==> config.mk <==
export PLATFORM = sky130hd
export DESIGN_NAME = seven_seg_scan
export DESIGN_NICKNAME = d
export VERILOG_FILES = /design/src/rtl/seg7_pkg.sv /design/src/rtl/bcd_to_seg7.sv /design/src/rtl/seven_seg_scan.sv
export SDC_FILE = /design/constraint.sdc
export NUM_CORES = 1
export LEC_CHECK = 0
export ABC_AREA = 1
export CORE_MARGIN = 2
export CORE_UTILIZATION = 54
export CTS_CLUSTER_SIZE = 24
export DETAILED_ROUTE_END_ITERATION = 7
export PLACE_DENSITY = 0.79
export SYNTH_ARGS = -nofsm -noshare
export SYNTH_HDL_FRONTEND = slang
export SYNTH_SLANG_ARGS = --single-unit
==> constraint.sdc <==
create_clock -name clk -period 2.65 [get_ports clk]
set_input_delay 0.53 -clock clk [delete_from_list [all_inputs] [get_ports clk]]
set_output_delay 0.53 -clock clk [all_outputs]
set_load 0.02 [all_outputs]
==> src/rtl/seg7_pkg.sv <==
// Shared constants for the seven-segment scan slice.
// Segment patterns are active-high, bit order g..a.
package seg7_pkg;

  localparam int NUM_DIGITS = 4;
  localparam int NIB_W      = 4;

  localparam logic [6:0] SEG_0    = 7'b0111111;
  localparam logic [6:0] SEG_1    = 7'b0000110;
  localparam logic [6:0] SEG_2    = 7'b1011011;
  localparam logic [6:0] SEG_3    = 7'b1001111;
  localparam logic [6:0] SEG_4    = 7'b1100110;
  localparam logic [6:0] SEG_5    = 7'b1101101;
  localparam logic [6:0] SEG_6    = 7'b1111101;
  localparam logic [6:0] SEG_7    = 7'b0000111;
  localparam logic [6:0] SEG_8    = 7'b1111111;
  localparam logic [6:0] SEG_9    = 7'b1101111;
  localparam logic [6:0] SEG_DASH = 7'b1000000;

  typedef enum logic {
    PH_BLANK,
    PH_DRIVE
  } phase_t;

endpackage

==> src/rtl/bcd_to_seg7.sv <==
// Combinational BCD nibble to active-high segment decoder.
// Non-BCD nibbles show a dash.
module bcd_to_seg7
  import seg7_pkg::*;
(
  input  logic [NIB_W-1:0] nib,
  output logic [6:0]       seg
);

  always_comb begin
    seg = SEG_DASH;
    case (nib)
      4'd0: seg = SEG_0;
      4'd1: seg = SEG_1;
      4'd2: seg = SEG_2;
      4'd3: seg = SEG_3;
      4'd4: seg = SEG_4;
      4'd5: seg = SEG_5;
      4'd6: seg = SEG_6;
      4'd7: seg = SEG_7;
      4'd8: seg = SEG_8;
      4'd9: seg = SEG_9;
      default: seg = SEG_DASH;
    endcase
  end

endmodule

==> src/rtl/seven_seg_scan.sv <==
// 4-digit multiplexed seven-segment scanner with dead-time,
// leading-zero blanking and a per-scan input snapshot.
module seven_seg_scan
  import seg7_pkg::*;
#(
  parameter int CLK_HZ       = 100_000_000,
  parameter int REFRESH_HZ   = 1000,
  parameter int BLANK_CYCLES = 100,
  parameter int LZ_BLANK     = 1,
  parameter int ACTIVE_LOW   = 1
) (
  input  logic                  clk,
  input  logic                  reset,
  input  logic                  enable,
  input  logic [15:0]           digits,
  input  logic [NUM_DIGITS-1:0] dp_en,
  output logic [NUM_DIGITS-1:0] an,
  output logic [6:0]            seg,
  output logic                  dp,
  output logic                  scan_done
);

  localparam int SLOT_CYCLES = CLK_HZ / REFRESH_HZ;
  localparam int CW = $clog2(SLOT_CYCLES);
  localparam logic [CW-1:0] CNT_MAX = CW'(SLOT_CYCLES - 1);
  localparam logic [CW-1:0] BLANK_END = CW'(BLANK_CYCLES);
  localparam logic INV = (ACTIVE_LOW != 0);

  logic [CW-1:0] cnt;
  logic [1:0]    idx;
  logic [NUM_DIGITS-1:0][NIB_W-1:0] snap_dig;
  logic [NUM_DIGITS-1:0] snap_dp;

  phase_t phase;
  logic [NUM_DIGITS-1:0] lz;
  logic [6:0] dec;
  logic [NUM_DIGITS-1:0] an_hi;
  logic [6:0] seg_hi;
  logic dp_hi;
  logic done_hi;

  always_ff @(posedge clk) begin
    if (reset) begin
      cnt      <= '0;
      idx      <= '0;
      snap_dig <= '0;
      snap_dp  <= '0;
    end else if (!enable) begin
      cnt <= '0;
      idx <= '0;
    end else begin
      if (cnt == '0 && idx == 2'd0) begin
        snap_dig <= digits;
        snap_dp  <= dp_en;
      end
      if (cnt == CNT_MAX) begin
        cnt <= '0;
        idx <= idx + 2'd1;
      end else begin
        cnt <= cnt + CW'(1);
      end
    end
  end

  // A digit blanks only when it and every higher digit are zero.
  always_comb begin
    lz = '0;
    if (LZ_BLANK != 0) begin
      lz[3] = (snap_dig[3] == '0);
      lz[2] = lz[3] && (snap_dig[2] == '0);
      lz[1] = lz[2] && (snap_dig[1] == '0);
    end
  end

  bcd_to_seg7 u_dec (
    .nib (snap_dig[idx]),
    .seg (dec)
  );

  always_comb begin
    an_hi   = '0;
    seg_hi  = '0;
    dp_hi   = 1'b0;
    done_hi = (idx == 2'd3) && (cnt == CNT_MAX);
    phase   = (cnt < BLANK_END) ? PH_BLANK : PH_DRIVE;
    unique case (phase)
      PH_BLANK: begin
        an_hi = '0;
      end
      PH_DRIVE: begin
        if (!lz[idx] || snap_dp[idx]) an_hi[idx] = 1'b1;
        if (!lz[idx]) seg_hi = dec;
        dp_hi = snap_dp[idx];
      end
    endcase
  end

  always_ff @(posedge clk) begin
    if (reset || !enable) begin
      an        <= {NUM_DIGITS{INV}};
      seg       <= {7{INV}};
      dp        <= INV;
      scan_done <= 1'b0;
    end else begin
      an        <= an_hi ^ {NUM_DIGITS{INV}};
      seg       <= seg_hi ^ {7{INV}};
      dp        <= dp_hi ^ INV;
      scan_done <= done_hi;
    end
  end

endmodule

# After elaboration in Yosys (flattened, before gate mapping)
# Memories as Yosys holds them, arrays and structs flattened.
# Index checks and enable logic that the tools add are counted.
# word_totals
regBits	52
latchBits	0
ram_bits	0
mem_bits_ro	112
in_bits	23
word_cells	54
mem_count	1
# memory_table
name	depth	width	rd	rd_ports_with_merged_regs	wr	line_no	rtl
(name not given)	16	7	1	0	0	bcd_to_seg7.sv:12	case (nib)
# op_classes
n_addsub	2
mul	0
div	0
magnitude_cmp	3
eq_ne	2
shift	0
muxes	14
n_bitwise	4
reduce_logical	17
# op_table
op	n
$add A17 B1 Y17 const B	1
$eq A17 B17 Y1 const B	1
$logic_not A17 Y1	1
$lt A17 B7 Y1 const B	1
$mux W7	2
$logic_not A4 Y1	3
$bmux W4 S2	1
$mux W4	2
$pmux W4 S2	1
$not A7 Y7	1
$logic_and A1 B1 Y1	5
$mux W1	5
$bmux W1 S2	2
$not A4 Y4	1
$lt A2 B3 Y1 const B	1
$reduce_or A3 Y1	1
$add A2 B1 Y2 const B	1
$demux W1 S2	1
$eq A2 B2 Y1 const B	1
$ge A2 B1 Y1 const B	1
$logic_not A1 Y1	2
$logic_not A2 Y1	1
$logic_or A1 B1 Y1	2
$not A1 Y1	2
2 further kinds	2

# Longest topological paths before layout
# Gate-level depths: netlist of the first run.
# logic_depth
ltp_word	10
mapped_depth	10

# Modules after synthesis
# From an unflattened synthesis of the first run, not the netlist that was laid out.
# unflattened
cells_unflattened	442
area_unflattened_um2	2817.7
# modules_own_cells
mod	instances	cells_per_inst	area_each_um2	seq_area_each_um2
seven_seg_scan	1	406	2625.0	1041.0
bcd_to_seg7	1	36	192.7	0.0

# Worst setup path after synthesis of the first run
# OpenSTA, ideal clock, no wires.
# synth_timing
path_type	register to register
startpoint	register idx[0]
endpoint	register seg[3]
setup_ns	0.138
t_arrival_ns	1.603
path_slack_ns	0.909
stages_incl_launch_ff	10
n_path_buf	2
synth_period_minus_slack_ns	1.741
path_cell_list	dfxtp_1 -> buf_2 -> buf_4 -> nand2_1 -> a32oi_1 -> inv_1 -> ha_1 -> nand3_1 -> nand3_1 -> nand3_1
# synth_via
elab_chain_cells	6
word_cells_on_any_way	8
# synth_lines
element	line_no	rtl
start: declaration	seven_seg_scan.sv:30	logic [1:0] idx;
start signal: assignment	seven_seg_scan.sv:58	idx <= idx + 2'd1;
$bmux W4 S2	seven_seg_scan.sv:76	.nib (snap_dig[idx]),
$mux W4 (not written as such)	seven_seg_scan.sv:76	
$mem_v2 Z16 W7	--	
$mux W7 *	seven_seg_scan.sv:92	if (!lz[idx]) seg_hi = dec;
$mux W7 *	seven_seg_scan.sv:86	unique case (phase)
$not A7 Y7 (no line) *	--	
end signal: assignment	seven_seg_scan.sv:101	seg <= {7{INV}};
end signal: assignment	seven_seg_scan.sv:106	seg <= seg_hi ^ {7{INV}};
end: declaration	seven_seg_scan.sv:18	output logic [6:0] seg,
# Every way passes the cells marked *; elsewhere a longest branch is shown, timed or not. The select of a mux whose other input is x is not followed.
# A chain may end at the register's enable or synchronous reset.

# Worst setup path in the final report of the first run
# layout_timing
startpoint	register idx[1]
endpoint	register seg[3]
# The elaborated chain is that of the path after synthesis.

==> metrics.md, run 1 <==
| Metric | Value |
|---|---|
| Status | finished clean |
| Tcrit/Tclk final | 0.768 |
| Layout fillers | 454 |
| Synth area leaders | dfxtp_1, nand2_1, nor2_1, nand3_1, inv_1 |
| Initial DRC count | 226 |
| Max Clock Skew | 0.00975 ns |
| Setup TNS | 0 ns |
| Routed WL | 5.57 mm |
| Post-synth EDFFs | 0 |
| Worst r2r src | idx[1]$_SDFFE_PP0P_ |
| Synth Warn # | 0 |
| GRT overflow | 0 |
| Fmax | 0.492 GHz |
| Clock buffer depth | 2 |
| 1st-pass router iterations | 5 |
| Async S/R FF share, synth | 0 |
| Maximum vdd drop | 0.309 mV |
| Row count | 25 |
| Pwr Total | 1.58 mW |
| Antenna violations before repair | 0 |
| Power density of the placed cells | 493 mW/mm^2 |
| Resized cells post-CTS | 0 |
| HPWL Detailed | 4.16 mm |
| Die Span X | 74.5 um |
| TritonCTS Sinks | 52 |
| Top Ports | 36 |
| Post-CTS Setup Bufs | 0 |
| Ys flop type | dfxtp_1 |
| #FFs+latches synth | 52 |
| Crit path DAT | 2.21 ns |
| Commonest non-fill, non-tap cells in the layout | nand2_1, nor2_1, dfxtp_1 |
| Final nets | 472 |
| Vias per cell | 4.84 |
| RSZ-0062 raised after global routing | false |
| CTS tree | yes |
| DRC errors left | 0 |
| Worst-path clk slew | 0.10 ns |
| Gp weighted congestion | 0.922 |
| First-pass GRT wire length | 9.57 mm |
| Pins over their slew limit | 0 |
| Crit Path Class | reg2reg |
| Routed Antenna Nets | 0 |
| Chip height | 74.5 um |
| R2r endpoint | seg[3]$_SDFF_PP1_ |
| CP Max Fanout | 12 |
| Post-layout util | 0.672 |
| Largest net degree at the start of global routing | 41 |
| WHS | 0.493 ns |
| Commonest non-fill, non-tap cell in the layout | nand2_1 |
| CTS H-Tree Depth | 2 |
| CTS root buf | clkbuf_8 |
| HP Class | reg2reg |
| Hold buffers post-CTS | 0 |
| Ordered list of cells on the worst path | inv_1 -> a32oi_1 -> inv_1 -> ha_1 -> nand3_1 -> nand3_1 -> nand3_1 |
| Die ar. | 0.00554 mm^2 |
| Setup crit end | seg[3]$_SDFF_PP1_ |
| Number of global-route vias before repair | 2,237 |
| Number of buffers added on ports | 35 |
| Worst setup SP type | register |
| Core Footprint | 0.00475 mm^2 |
| Net Count, Synth | 437 |
| CP required | 2.82 ns |
| Share of cells above drive strength 1 | 0.0706 |
| Final Hold Vio Count | 0 |
| Critical path's most frequent cell | nand3_1 |
| Latest clock arrival within the worst-skew pair | 0.31 ns |
| Relative slew slack | 0.568 |
| Starting Density | 0.564 |
| Synth cell types | 28 |
| Inserted Diodes | 0 |
| Worst-margin pin slew | 0.645 ns |
| Slowest CP cell | dfxtp_1 |
| Post-Syn Instances | 403 |
| GR Util All Layers | 0.220 |
| DR WL/cell | 11.0 um |
| CP max stage delay | 0.57 ns |
| Synth area leader | dfxtp_1 |
| Vias | 2,447 |
| Tmin final | 2.03 ns |
| Area grow syn2layout | 19.2% |
| CP endpoint kind | register |
| P_leak | 1.39 nW |
| Synth Area per Inst | 6.65 um^2 |
| Post-synthesis sequential area ratio | 0.388 |
| TritonCTS Buffers | 5 |
| Yosys top cell area share | 0.388 |
| Setup violators final | 0 |
| Syn Std Cell Area | 0.00268 mm^2 |
| Worst Setup SP | idx[1]$_SDFFE_PP0P_ |
| FF-to-FF path depth | 7 |
| Maxcap violations | 0 |
| R2r setup slk | 0.62 ns |
-- cell families (layout without fill, tap and decap cells) --
| family | Yosys count | count (layout) | synth area share |
|---|---|---|---|
| and+or+nand+nor | 252 | 252 | 0.398 |
| buffers and inverters | 60 | 96 | 0.0934 |
| DFF | 52 | 52 | 0.388 |
| AOI/OAI and AO/OA | 24 | 24 | 0.0556 |
| adders and majority gates | 11 | 11 | 0.0514 |
| xor gates and xnor gates | 4 | 4 | 0.0131 |
-- area by class of cell --
type	instances	area (um^2)	area share
sequential	52	1040	0.326
multi-input combinational	291	1390	0.435
clock inverter	2	38.8	0.0121
clock buffer	6	82.6	0.0258
tap	67	83.8	0.0262
inverter	50	188	0.0587
timing repair buffer	38	373	0.117
-- critical path, delay by kind of cell (launching register included) --
kind            cells  cell delay, ns
compound gates      1            0.38
fa+ha+maj           1            0.30
buf+inv             2            0.39
flops               1            0.57
simple gates        3            0.26
-- metrics by stage --
| stage | std cells | area, um^2 | setup slack, ns |
|---|---|---|---|
| floorplan | 403 | 2680 | 0.909 |
| global placement | 498 | 3070 | 0.710 |
| detailed placement | 498 | 3070 | 0.673 |
| CTS | 506 | 3200 | 0.625 |
| global route | 506 | 3200 | 0.404 |
| finish | 506 | 3200 | 0.616 |
-- synthesized netlist by cell type (2+ instances only) --
| cell type | number |
|---|---|
| nand2_2 | 3 |
| clkbuf_1 | 2 |
| nand3b_1 | 2 |
| dfxtp_1 | 52 |
| nand3_1 | 37 |
| nor2_1 | 75 |
| o21ai_0 | 8 |
| nor2_2 | 9 |
| inv_1 | 48 |
| xor2_1 | 3 |
| buf_6 | 2 |
| a21oi_1 | 10 |
| inv_2 | 2 |
| nand4_1 | 6 |
| a21oi_2 | 3 |
| buf_2 | 5 |
| nand2_1 | 115 |
| ha_1 | 11 |
-- worst min path at each step --
stage                            start                 end  cells past startpoint
floorplan           cnt[14]$_SDFF_PP0_  cnt[14]$_SDFF_PP0_                      2
global placement    cnt[14]$_SDFF_PP0_  cnt[14]$_SDFF_PP0_                      2
detailed placement  cnt[14]$_SDFF_PP0_  cnt[14]$_SDFF_PP0_                      2
CTS                 cnt[14]$_SDFF_PP0_  cnt[14]$_SDFF_PP0_                      2
global route        cnt[14]$_SDFF_PP0_  cnt[14]$_SDFF_PP0_                      2
finish              cnt[14]$_SDFF_PP0_  cnt[14]$_SDFF_PP0_                      2
-- power breakdown --
| part | internal [mW] | switching [mW] | leakage, nW | total, mW |
|---|---|---|---|---|
| combinational | 0.0786 | 0.102 | 0.908 | 0.180 |
| clock | 0.309 | 0.264 | 0.0614 | 0.573 |
| sequential | 0.808 | 0.0148 | 0.424 | 0.823 |
| total | 1.20 | 0.380 | 1.39 | 1.58 |
-- registers in the layout (all words and copies together), names as in the netlist --
register,flops
seg,7
snap_dig,16
scan_done,1
snap_dp,4
cnt,17
dp,1
an,4
idx,2
-- routing by layer --
layer | vias up | global-route usage | share of wire
met3 | 9 | 0.0434 | 0.040
li1 | 1311 | - | -
met5 | - | 0 | 0
met2 | 59 | 0.367 | 0.47
met4 | 0 | 0.0774 | 0.014
met1 | 1068 | 0.285 | 0.48
No activity file was read; power rests on OpenSTA's default activity.
==> inputs of run 2 (changes only) <==
--- a/config.mk
+++ b/config.mk
@@ -7,10 +7,10 @@
 export LEC_CHECK = 0
 export ABC_AREA = 1
 export CORE_MARGIN = 2
-export CORE_UTILIZATION = 54
+export CORE_UTILIZATION = 49
 export CTS_CLUSTER_SIZE = 24
 export DETAILED_ROUTE_END_ITERATION = 7
-export PLACE_DENSITY = 0.79
+export PLACE_DENSITY = 0.75
 export SYNTH_ARGS = -nofsm -noshare
 export SYNTH_HDL_FRONTEND = slang
 export SYNTH_SLANG_ARGS = --single-unit
==> constraint.sdc (replaced) <==
create_clock -name clk -period 1.6 [get_ports clk]
set_input_delay 0.32 -clock clk [delete_from_list [all_inputs] [get_ports clk]]
set_output_delay 0.32 -clock clk [all_outputs]
set_load 0.02 [all_outputs]
==> metrics.md, run 2 (synthesized netlist as in run 1, its figures left out) <==
| Metric | Value |
|---|---|
| Antenna violations before repair | 0 |
| Crit path DAT | 1.75 ns |
| Final nets | 486 |
| Status | finished clean |
| Tmin final | 1.56 ns |
| CP endpoint kind | register |
| Routed Antenna Nets | 0 |
| Combinational power share | 0.139 |
| Worst-path clk slew | 0.08 ns |
| Setup TNS | 0 ns |
| Regs by FF count | cnt (17), snap_dig (16), seg (7) |
| Routed WL | 5.73 mm |
| TritonCTS Buffers | 5 |
| Maxcap violations | 0 |
| Die Span X | 78.0 um |
| Area grow syn2layout | 25.0% |
| Setup violators final | 0 |
| CTS H-Tree Depth | 2 |
| Row count | 26 |
| Share of cells above drive strength 1 | 0.128 |
| Sw frac | 0.255 |
| Power density of the placed cells | 717 mW/mm^2 |
| Fmax | 0.642 GHz |
| HPWL Detailed | 4.20 mm |
| P_leak | 1.46 nW |
| Biggest register | cnt |
| Flop pwr share | 0.566 |
| Chip height | 78.0 um |
| CP Max Fanout | 6 |
| Top delay family on crit path | flip-flops |
| DR WL/cell | 11.0 um |
| Slowest CP cell | dfxtp_4 |
| CTS root buf | clkbuf_8 |
| Top Ports | 36 |
| Ordered list of cells on the worst path | buf_6 -> nand2_2 -> a32oi_2 -> inv_2 -> ha_4 -> nand3_2 -> nand3_2 -> nand3_1 |
| First-pass GRT wire length | 9.50 mm |
| Power Internal | 1.79 mW |
| Worst-margin pin slew | 0.370 ns |
| DRC errors left | 0 |
| WHS | 0.487 ns |
| CTS tree | yes |
| Hold buffers post-CTS | 0 |
| Tcrit/Tclk final | 0.974 |
| RSZ-0062 raised after global routing | true |
| GR Util All Layers | 0.195 |
| Critical path's most frequent cell | nand3_2 |
| Latest clock arrival within the worst-skew pair | 0.30 ns |
| Number of buffers added on ports | 35 |
| GRT overflow | 0 |
| Crit Path Class | reg2reg |
| Gp weighted congestion | 0.856 |
| Number of flip-flops in the largest register | 17 |
| Vias | 2,481 |
| Vias per cell | 4.75 |
| Maximum vdd drop | 0.490 mV |
| 1st-pass router iterations | 4 |
| Initial DRC count | 146 |
| CP max stage delay | 0.40 ns |
| Largest net degree at the start of global routing | 41 |
| CP required | 1.80 ns |
| Clock Power Share | 0.294 |
| HP Class | reg2reg |
| Buffers and inverters on the worst path | 2 |
| TritonCTS Sinks | 52 |
| Pins over their slew limit | 0 |
| Relative slew slack | 0.753 |
| Final Hold Vio Count | 0 |
| Core Footprint | 0.00520 mm^2 |
| Number of global-route vias before repair | 2,112 |
| Inserted Diodes | 0 |
| Clock buffer depth | 2 |
| Die ar. | 0.00608 mm^2 |
| Commonest non-fill, non-tap cell in the layout | nand2_1 |
| Starting Density | 0.515 |
| Worst setup SP type | register |
| Commonest non-fill, non-tap cells in the layout | nand2_1, nor2_1, dfxtp_1 |
| Max Clock Skew | 0.00347 ns |
| Psw | 0.611 mW |
run 2: metrics by stage:
stage          power (mW)  setup slack, ns  cell area [um^2]   util  instances
2_1_floorplan        1.59          0.00304              2700      -        403
3_5_place_dp         1.71         -0.00796              3210  0.616        513
3_3_place_gp         1.70           0.0160              3210  0.616        513
4_1_cts              2.42           0.0179              3290  0.631        520
5_1_grt              2.55          -0.0257              3350  0.644        522
6_report             2.40           0.0423              3350  0.644        522
run 2: what timing repair did:
action	in CTS	in global routing
setup buffers	0	2
pin swaps	0	7
gates resized for setup	2	16
setup endpoints to repair	1	23
run 2: worst min-delay path: stages (launching register included):
cell	delay [ns]
dfxtp_1	0.32
nand2_1	0.08
a21oi_2	0.05
run 2: cell type report:
type | instances | area, um^2
fillers | 499 | 1860
multi-input cells | 291 | 1440
flip-flops and latches | 52 | 1050
repair buffers | 52 | 507
inverters | 50 | 194
well taps | 70 | 87.6
clock buffers | 6 | 72.6
clock inverters | 1 | 5.00
run 2: final timing paths:
| kind | from | endpoint | slack [ns] | cells after the start |
|---|---|---|---|---|
| setup / recovery | idx[0]$_SDFFE_PP0P_ | seg[3]$_SDFF_PP1_ | 0.04 | 8 |
| hold / removal | cnt[14]$_SDFF_PP0_ | cnt[14]$_SDFF_PP0_ | 0.49 | 2 |
| setup reg to reg | idx[0]$_SDFFE_PP0P_ | seg[3]$_SDFF_PP1_ | 0.04 | 8 |
| hold reg to reg | cnt[14]$_SDFF_PP0_ | cnt[14]$_SDFF_PP0_ | 0.49 | 2 |
run 2: layer usage:
layer,track usage,wire length (um),vias up
li1,-,-,1340
met1,0.292,2820,1062
met2,0.278,2470,73
met3,0.0453,369,6
met4,0.0596,63,0
met5,0,0,-
run 2: power by group through the flow:
stage	sequential, mW	clock [mW]	combinational, mW
4_1_cts	1.36	0.744	0.320
6_report	1.36	0.707	0.335
2_1_floorplan	1.39	0	0.208
3_3_place_gp	1.39	0	0.313
3_5_place_dp	1.39	0	0.317
5_1_grt	1.37	0.801	0.384
